===== config.mk =====
export PLATFORM = sky130hd
export DESIGN_NAME = conv_channel_sched
export DESIGN_NICKNAME = d
export VERILOG_FILES = /design/src/rtl/conv_channel_sched.sv
export SDC_FILE = /design/constraint.sdc
export NUM_CORES = 1
export LEC_CHECK = 0
export CAP_MARGIN = 0
export CELL_PAD_IN_SITES_DETAIL_PLACEMENT = 1
export CELL_PAD_IN_SITES_GLOBAL_PLACEMENT = 1
export CORE_UTILIZATION = 39
export CTS_CLUSTER_SIZE = 28
export DETAILED_ROUTE_END_ITERATION = 7
export MAX_ROUTING_LAYER = met4
export PLACE_DENSITY_LB_ADDON = 0.1
export SETUP_SLACK_MARGIN = 0.5
export SLEW_MARGIN = 5
export SYNTH_ARGS = -nofsm -noshare
export SYNTH_HDL_FRONTEND = slang
export SYNTH_SLANG_ARGS = --single-unit

===== constraint.sdc =====
create_clock -name clk -period 2.36 [get_ports clk]
set_input_delay 0.472 -clock clk [delete_from_list [all_inputs] [get_ports clk]]
set_output_delay 0.472 -clock clk [all_outputs]
set_load 0.005 [all_outputs]

===== src/rtl/conv_channel_sched.sv =====
// Output-channel sequencer for one conv layer: per channel load kernel bank, launch engine, await done.
// Optional PERF_CNT_EN macro adds a saturating pass-length counter on perf_cycles.
module conv_channel_sched #(
    parameter int OUT_CH = 8,
    parameter int CW     = 4
) (
    input  logic          clk,
    input  logic          rst,
    input  logic          start,
    input  logic          abort,
    input  logic          conv_done,
    output logic [CW-1:0] cout,
    output logic          c_load,
    output logic          conv_start,
    output logic          busy,
`ifdef PERF_CNT_EN
    output logic          layer_done,
    output logic [15:0]   perf_cycles
`else
    output logic          layer_done
`endif
);

    localparam logic [2:0] S_IDLE  = 3'd0;
    localparam logic [2:0] S_LOAD  = 3'd1;
    localparam logic [2:0] S_START = 3'd2;
    localparam logic [2:0] S_WAIT  = 3'd3;
    localparam logic [2:0] S_DONE  = 3'd4;

    localparam logic [CW-1:0] LAST_CH = CW'(OUT_CH - 1);

    logic [2:0]    state_q, state_d;
    logic [CW-1:0] cout_q, cout_d;
    logic          c_load_q, c_load_d;
    logic          conv_start_q, conv_start_d;
    logic          busy_q, busy_d;
    logic          layer_done_q, layer_done_d;

    always_comb begin
        state_d = state_q;
        cout_d  = cout_q;
        case (state_q)
            S_IDLE: begin
                if (start && !abort) begin
                    state_d = S_LOAD;
                    cout_d  = '0;
                end
            end
            S_LOAD:  state_d = S_START;
            S_START: state_d = S_WAIT;
            S_WAIT: begin
                if (conv_done) begin
                    if (cout_q == LAST_CH) begin
                        state_d = S_DONE;
                    end else begin
                        state_d = S_LOAD;
                        cout_d  = cout_q + 1'b1;
                    end
                end
            end
            S_DONE: begin
                state_d = S_IDLE;
                cout_d  = '0;
            end
            default: begin
                state_d = S_IDLE;
                cout_d  = '0;
            end
        endcase

        // abort overrides every transition out of a non-IDLE state
        if (abort && (state_q != S_IDLE)) begin
            state_d = S_IDLE;
            cout_d  = '0;
        end
    end

    // Outputs are registered decodes of the next state, so they align with the state they describe.
    always_comb begin
        c_load_d     = (state_d == S_LOAD);
        conv_start_d = (state_d == S_START);
        busy_d       = (state_d != S_IDLE);
        layer_done_d = (state_d == S_DONE);
    end

    always_ff @(posedge clk or negedge rst) begin
        if (!rst) begin
            state_q      <= S_IDLE;
            cout_q       <= '0;
            c_load_q     <= 1'b0;
            conv_start_q <= 1'b0;
            busy_q       <= 1'b0;
            layer_done_q <= 1'b0;
        end else begin
            state_q      <= state_d;
            cout_q       <= cout_d;
            c_load_q     <= c_load_d;
            conv_start_q <= conv_start_d;
            busy_q       <= busy_d;
            layer_done_q <= layer_done_d;
        end
    end

    assign cout       = cout_q;
    assign c_load     = c_load_q;
    assign conv_start = conv_start_q;
    assign busy       = busy_q;
    assign layer_done = layer_done_q;

`ifdef PERF_CNT_EN
    logic [15:0] cnt_q, cnt_d, cnt_inc;
    logic [15:0] perf_q, perf_d;

    always_comb begin
        cnt_inc = (cnt_q == 16'hFFFF) ? cnt_q : cnt_q + 16'd1;
        cnt_d   = cnt_q;
        perf_d  = perf_q;
        if (state_q == S_IDLE) begin
            if (state_d == S_LOAD) cnt_d = '0;
        end else begin
            cnt_d = cnt_inc;
        end
        // snapshot includes the final WAIT cycle, hence the incremented value
        if ((state_d == S_DONE) && (state_q != S_DONE)) perf_d = cnt_inc;
    end

    always_ff @(posedge clk or negedge rst) begin
        if (!rst) begin
            cnt_q  <= '0;
            perf_q <= '0;
        end else begin
            cnt_q  <= cnt_d;
            perf_q <= perf_d;
        end
    end

    assign perf_cycles = perf_q;
`endif

endmodule


# Word level (Yosys, flattened, before mapping)
# Index checks and enable logic that the tools add are counted.
dict set report op_classes {
  addsub 1
  n_eq_ne 11
  muxes 10
  n_reduce_logical 8
}
# cell count
set op_table {}
lappend op_table {{$mux 4} 4}
lappend op_table {{$mux 3} 4}
lappend op_table {{$pmux 3 s4} 1}
lappend op_table {{$pmux 4 s3} 1}
lappend op_table {{$eq 3x2->1 const B} 3}
lappend op_table {{$ne 3x3->1 const B} 3}
lappend op_table {{$eq 3x1->1 const B} 2}
lappend op_table {{$reduce_bool 3->1} 2}
lappend op_table {{$add 4x1->4 const B} 1}
lappend op_table {{$eq 4x3->1 const B} 1}
lappend op_table {{$reduce_and 4->1} 1}
lappend op_table {{$eq 3x3->1 const B} 1}
lappend op_table {{$logic_not 3->1} 1}
lappend op_table {{$logic_and 1x1->1} 2}
lappend op_table {{$ne 2x1->1 const B} 1}
lappend op_table {{$reduce_or 2->1} 1}
lappend op_table {{$logic_not 1->1} 1}
dict set report word_totals {
  ff_bits 11
  inputBits 5
  output_inout_bits 8
}

# Logic depth before layout (Yosys ltp)
# Gate-level depths: netlist of run 1.
dict set report logic_depth {
  depth_word 6
  depth_mapped 4
  depth_no_buf 4
}

# Worst setup path before layout of run 1
# No wires, ideal clock.
dict set report synth_timing {
  path_kind {reg2reg}
  start {reg state_q[1]}
  end {reg cout_q[3], in the netlist cout[3]}
  setup_time_ns 0.123
  arrival_time_ns 1.224
  t_required_ns 2.237
  slack_ns 1.014
  path_stages_with_launch 5
  period_less_slack_ns 1.346
  cell_sequence {dfrtp_1 > buf_6 > or3b_4 > o221a_4 > o2bb2ai_1}
}
dict set report synth_between {
  elab_chain_len 4
}
# item line_no
set synth_lines {}
lappend synth_lines {{start: declaration} 32} ;# logic [2:0] state_q, state_d;
lappend synth_lines {{start signal: assignment} 95} ;# state_q <= state_d;
lappend synth_lines {{$eq 3x2->1 (tied with other cells)} 42} ;# case (state_q)
lappend synth_lines {{$reduce_or 2->1 (no source line) or $logic_and 1x1->1 (tied branches)} n/a}
lappend synth_lines {{$pmux 4 s3 (tied with other cells)} 42}
lappend synth_lines {{$mux 4 or $reduce_and 4->1 (tied branches)} n/a}
lappend synth_lines {{end signal: assignment} 96} ;# cout_q <= cout_d;
lappend synth_lines {{end: declaration} 33} ;# logic [CW-1:0] cout_q, cout_d;
# Several ways; a longest one is shown, not always the timed one.
# A chain may end at the register's enable or synchronous reset.

# Final worst setup path of run 1
dict set report layout_timing {
  start {reg cout_q[2], in the netlist cout[2]}
  end {out cout[2]}
}
# item line_no
set layout_rtl {}
lappend layout_rtl {{end: declaration} 12} ;# output logic [CW-1:0] cout,
# No word-level cell between the ends.

==> metrics.md, run 1 <==
| Metric | Value |
|---|---|
| Final net count | `77` |
| Share of cells above drive strength 1 | `11.4%` |
| Peak VDD IR | `0.247 mV` |
| Worst-Margin Slew | `527 ps` |
| Register area | `275 um2` |
| Vias | `490` |
| Final number of max-transition violations | `0` |
| Drt pass-1 iters | `2` |
| Placed cell areas | `712 um2` |
| Setup bufs post-CTS | `0` |
| Synthesized area per cell | `10.5 um2` |
| Global-route wire length before repair | `2220 um` |
| Area contributors post-synth | `dfrtp_1 (47%), o221a_4 (3.4%), nand3_1 (2.5%), o21ai_0 (2.5%), nand3b_1 (2.5%)` |
| GRT Util Overall | `22.3%` |
| Initial Util | `43.7%` |
| WL/cell | `16.3 um` |
| Core Area | `1350 um2` |
| Die footprint | `1670 um2` |
| CTS tree | `built` |
| Worst min-delay path class | `in -> async` |
| CTS Buf Count | `3` |
| Clock root buffer | `clkbuf_4` |
| Post_cts resized | `0` |
| Mapped Cells | `56` |
| Ant diodes | `0` |
| Worst rel slew slack | `64.7%` |
| Clock latency on the worst-skew pair | `280 ps` |
| CP Data Required Time | `1890 ps` |
| Tcrit/Tclk final | `73.5%` |
| Largest net degree at the start of global routing | `12` |
| Routed Antenna Nets | `0` |
| Die height | `40.9 um` |
| Overall Power | `456 uW` |
| Initial antenna violation count | `0` |
| Cell variety after synth | `32` |
| Cell taking the most area after synthesis | `dfrtp_1` |
| Clk buf depth | `2` |
| Initial drt markers | `5` |
| Status | `finished clean` |
| Kind of start point of the critical path | `flop` |
| CP bufs+invs | `1` |
| Critical Path AT | `1260 ps` |
| Final TNS setup | `0 ps` |
| Post-Route Utilization | `54.7%` |
| Yosys warns | `0` |
| Worst-path fanout max | `7` |
| LEAKAGE | `0.000303 uW` |
| Htree depth | `1` |
| Fmax achieved | `577 MHz` |
| Synth Cell Area | `589 um2` |
| Mapped Nets | `62` |
| Io pins | `13` |
| FP Rows | `13` |
| Final hold vios | `0` |
| Buffers on Ports | `12` |
| Critical Path End Type | `output port` |
| Critical path class | `reg -> out` |
| Worst Skew | `2.20 ps` |
| Routability cong. | `0.803` |
| Post-route cell area | `738 um2` |
| Max cap viols | `0` |
| DR DRC count | `0` |
| Min Tclk post-route | `1730 ps` |
| Clock Sinks | `11` |
| Commonest non-fill, non-tap cell in the layout | `clkdlybuf4s50_1` |
| Final setup fails | `0` |
| Vias in the first global route | `469` |
| CP top delay family | `buffers and inverters` |
| CP Cell Sequence | `clkdlybuf4s50_1` |
| Pwr dens | `618 nW/um2` |
| Commonest non-fill, non-tap cells in the layout | `clkdlybuf4s50_1 (12), dfrtp_1 (11), nor2_1 (4)` |
| GRT overflow | `0` |
| Worst-path clk slew | `80 ps` |
| Sequential-to-total area share from yosys stat | `46.7%` |
| Die W | `40.9 um` |
| RSZ-0062 raised after global routing | `false` |
| Slowest cell on the critical path | `clkdlybuf4s50_1` |
| Vias per inst | `5.76` |
| Total Wirelength | `1390 um` |
| Synth top area share | `46.7%` |
| Cts hold-fix bufs | `0` |
| Max incr delay on CP | `540 ps` |
| # fillers | `151` |
| Syn-to-layout area delta | `25.3%` |
| Multi-input gate area | `287 um2` |
| Post-synthesis register bit count | `11` |
-- metrics by stage --
| stage | cells | hold WS, ps | setup slack [ps] |
|---|---|---|---|
| detailed placement | 81 | 530 | 458 |
| floorplan | 56 | 176 | 1010 |
| global placement | 81 | 531 | 479 |
| global route | 85 | 569 | 583 |
| CTS | 85 | 548 | 613 |
| finish | 85 | 535 | 626 |
-- metal layers --
layer / track usage, % / vias up / wire, um
met5: - / - / 0
met4: 12.5 / 0 / 13
met3: 6.52 / 2 / 56
met2: 29.7 / 11 / 605
met1: 29.7 / 240 / 713
li1: - / 237 / -
-- area by class of cell --
type                            instances  share of cell area, %
Multi-Input combinational cell         40                   38.8
Timing Repair Buffer                   12                   16.3
Inverter                                3                   1.53
Tap cell                               15                   2.54
Clock buffer                            4                   3.56
Sequential cell                        11                   37.3
-- where the power goes --
group | switching [uW] | internal (uW) | total [uW]
logic | 41.7 | 53.9 | 95.5
clock network | 71.1 | 65.6 | 137
registers | 19.9 | 204 | 224
total | 133 | 323 | 456
-- cell usage after synthesis --
cell type   n
nor2b_1     1
o2111ai_1   1
o221a_4     1
a21oi_1     2
buf_6       1
mux2i_1     1
nand4_1     1
a31oi_1     2
nor4_1      1
nand2_1     3
or3b_4      1
o2bb2ai_1   1
o211ai_1    1
dfrtp_1    11
buf_2       1
ha_1        1
o221ai_1    1
a21boi_0    1
o221ai_2    1
nand3b_1    2
or2_2       1
and4bb_2    1
inv_1       3
nand2b_1    1
nor2_1      4
and3b_1     1
and2_1      1
o21a_1      1
and3_1      1
o32a_1      1
o21ai_0     3
nand3_1     3
-- sequential cells by signal, indices dropped and copies added, names as in the netlist --
| register | count |
|---|---|
| busy | 1 |
| c_load | 1 |
| cout | 4 |
| layer_done | 1 |
| conv_start | 1 |
| state_q | 3 |
-- cell families (layout without fill, tap and decap cells) --
kind of cell	count (synthesis)	count (layout)	synth area share, %
simple gates	22	22	22.5
buf+inv	5	19	4.67
mux	1	1	1.70
compound gates	16	16	22.3
flops	11	11	46.7
fa+ha+maj	1	1	2.12
-- final timing paths --
check | slack [ps] | cells after the start | from | end
worst max-delay path | 630 | 1 | cout[2]$_DFFE_PN0P_ | cout[2]
worst min-delay path | 540 | 1 | rst | busy$_DFF_PN0_
worst max register to register | 950 | 4 | cout[0]$_DFFE_PN0P_ | cout[2]$_DFFE_PN0P_
worst min register to register | 540 | 1 | state_q[2]$_DFF_PN0_ | conv_start$_DFF_PN0_
max in group asynchronous | 1470 | 1 | rst | state_q[2]$_DFF_PN0_
min in group clk | 540 | 1 | state_q[2]$_DFF_PN0_ | conv_start$_DFF_PN0_
Power figures use the tool's default switching activity.
==> inputs of run 2 (changes only) <==
- CORE_UTILIZATION: 39 -> 36
- clock period: 2.36 -> 1.71 ns (I/O delays scaled with it)
==> run 2 against run 1 <==
Net effect:
- wire length is 32% higher
- sequential share of layout area decreased by 6.7 points
- via count rose by 21%
- flip-flop and latch count did not move
- critical path depth is 4 higher
- register-to-register slack lost 600 ps
- setup slack lost 280 ps
- sequential power up 32%
- design area grew 22%
- largest cell class unchanged
- worst hold slack worse by 120 ps
- utilization increased by 4.6 points
- count of clock-buffer cells in the layout stayed put
==> metrics.md, run 2 (synthesis results as in run 1) <==
| Metric | Value |
|---|---|
| Status | `finished clean` |
| Cts hold-fix bufs | `0 (unchanged)` |
| CTS Buf Count | `3 (unchanged)` |
| CP top delay family | `flip-flops` |
| Worst Skew | `6.29 ps (+4.09 ps)` |
| Placed cell areas | `736 um2 (+3.3%)` |
| Largest net degree at the start of global routing | `12 (unchanged)` |
| CP Data Required Time | `1860 ps (-30 ps)` |
| WL/cell | `17.8 um (+9.0%)` |
| CP Cell Sequence | `buf_6, ha_4, and3b_2, o2111ai_2, o221ai_2` |
| Clock Sinks | `11 (unchanged)` |
| Commonest non-fill, non-tap cell in the layout | `buf_4` |
| Worst R2R Path Depth | `5 (+1)` |
| LEAKAGE | `0.000412 uW (+36%)` |
| GRT overflow | `0 (unchanged)` |
| Clock latency on the worst-skew pair | `270 ps (about the same)` |
| CTS tree | `built` |
| Initial drt markers | `11 (+6)` |
| # fillers | `174 (+15%)` |
| Peak VDD IR | `0.403 mV (+63%)` |
| Routed Antenna Nets | `0 (unchanged)` |
| Final net count | `94 (+22%)` |
| Final setup fails | `0 (unchanged)` |
| FF-to-FF setup slack | `350 ps (-600 ps)` |
| Final number of max-transition violations | `0 (unchanged)` |
| Reg power frac | `42.5% (-6.6 points)` |
| Combinational Power Share | `31.5% (+11 points)` |
| Global-route wire length before repair | `2900 um (+30%)` |
| Sw frac | `29.7% (+0.61 points)` |
| Clk buf depth | `2 (unchanged)` |
| Fmax achieved | `735 MHz` |
| Tcrit/Tclk final | `79.5%` |
| Die W | `42.5 um (+3.9%)` |
| Post-route cell area | `903 um2 (+22%)` |
| R2r endpoint | `cout[2]$_DFFE_PN0P_` |
| Initial Util | `38.7% (-5.0 points)` |
| Worst-path clk slew | `80 ps (about the same)` |
| RSZ-0062 raised after global routing | `true` |
| Net Sw Power | `207 uW (+56%)` |
| Pwr dens | `772 nW/um2 (+25%)` |
| Final hold vios | `0 (unchanged)` |
| Htree depth | `1 (unchanged)` |
| Vias | `595 (+21%)` |
| Critical Path Start | `cout[0]$_DFFE_PN0P_` |
| Initial antenna violation count | `0 (unchanged)` |
| CP Capture Point | `cout[2]$_DFFE_PN0P_` |
| Clock share of power | `26.0% (-4.0 points)` |
| DR DRC count | `0 (unchanged)` |
| Total Wirelength | `1830 um (+32%)` |
| Routability cong. | `0.841 (+4.6%)` |
| R2r startpoint | `cout[0]$_DFFE_PN0P_` |
| Post-Route Utilization | `59.3% (+4.6 points)` |
| Kind of start point of the critical path | `flop` |
| FP Rows | `14 (+1)` |
| Vias in the first global route | `612 (+30%)` |
| Drt pass-1 iters | `4 (+2)` |
| Crit. path cell count | `5 (+4)` |
| GRT Util Overall | `22.3% (about the same)` |
| HPWL Detailed | `1010 um` |
| Die footprint | `1800 um2 (+7.9%)` |
| Slowest cell on the critical path | `dfrtp_1` |
| Core Area | `1520 um2 (+13%)` |
| Internal power | `490 uW (+52%)` |
| Largest register FFs | `4 (unchanged)` |
| Placed Cells | `85 (+4.9%)` |
| Worst rel slew slack | `64.4% (-0.36 points)` |
| Max incr delay on CP | `400 ps (-140 ps)` |
| Post-route non-filler standard cell count | `103 (+21%)` |
| Worst-path fanout max | `4 (-3)` |
| Io pins | `13 (unchanged)` |
| Die height | `42.5 um (+3.9%)` |
| Vias per inst | `5.78 (+0.21%)` |
| Commonest non-fill, non-tap cells in the layout | `buf_4 (15), dfrtp_1 (10), clkbuf_2 (4)` |
| Worst min-delay path class | `in -> async` |
| Syn-to-layout area delta | `53.3%` |
| Worst-Margin Slew | `533 ps (+5.40 ps)` |
| Critical path class | `reg -> reg` |
| Critical Path End Type | `flop` |
| Critical Path AT | `1510 ps (+250 ps)` |
| Min Tclk post-route | `1360 ps` |
| Overall Power | `697 uW (+53%)` |
| CP bufs+invs | `1 (unchanged)` |
| Max cap viols | `0 (unchanged)` |
| Buffers on Ports | `12 (unchanged)` |
| Share of cells above drive strength 1 | `46.0% (+35 points)` |
| Ant diodes | `0 (unchanged)` |
| Clock root buffer | `clkbuf_4` |
| Register area | `277 um2 (+0.45%)` |
| Multi-input gate area | `342 um2 (+19%)` |
## run 2: cell type report
type                       count  share of cell area [%]
multi-input combinational     40                    37.8
sequential                    11                    30.6
timing repair buffer          29                    25.2
clock buffer                   4                    2.91
tap                           16                    2.22
inverter                       3                    1.25
## run 2: metrics by stage
step	worst slack, ps	setup TNS, ps	hold WS, ps
global route	320	0	457
CTS	366	0	435
global placement	-5.28	-5.28	530
floorplan	365	0	46.4
detailed placement	-13.6	-24.0	533
finish	350	0	416
## run 2: worst register-to-register path: stages, from the launching register on
cell and delay [ps]:
dfrtp_1 400, buf_6 130, ha_4 160, and3b_2 230, o2111ai_2 190, o221ai_2 120
## run 2: power by group through the flow
stage | sequential [uW] | combinational, uW | clock [uW]
3_3_place_gp | 311 | 135 | 0
2_1_floorplan | 306 | 76.3 | 0
4_1_cts | 294 | 207 | 186
6_report | 296 | 220 | 181
5_1_grt | 298 | 238 | 205
3_5_place_dp | 313 | 136 | 0
## run 2: how the worst min path moves through the flow
stage                               from                    to  slack, ps
floorplan                            rst        busy$_DFF_PN0_         50
global placement     cout[0]$_DFFE_PN0P_   cout[0]$_DFFE_PN0P_        530
detailed placement  state_q[2]$_DFF_PN0_  conv_start$_DFF_PN0_        530
CTS                                  rst   cout[2]$_DFFE_PN0P_        440
global route                         rst   cout[2]$_DFFE_PN0P_        460
finish                               rst   cout[2]$_DFFE_PN0P_        420
## run 2: what timing repair did
action                     in CTS  in global routing
setup endpoints to repair      16                 12
setup buffers                  12                  2
hold endpoints to repair        0                  0
gates resized for setup        28                 13
pin swaps                       5                  7
## run 2: per-layer routing
layer | up-vias | routed length (um) | part of all wire, % | global-route usage [%]
li1 | 274 | - | - | -
met1 | 303 | 831 | 45 | 28.8
met2 | 16 | 929 | 51 | 36.0
met3 | 2 | 57 | 3.1 | 4.31
met4 | 0 | 14 | 0.76 | 5.63
met5 | - | 0 | 0 | -
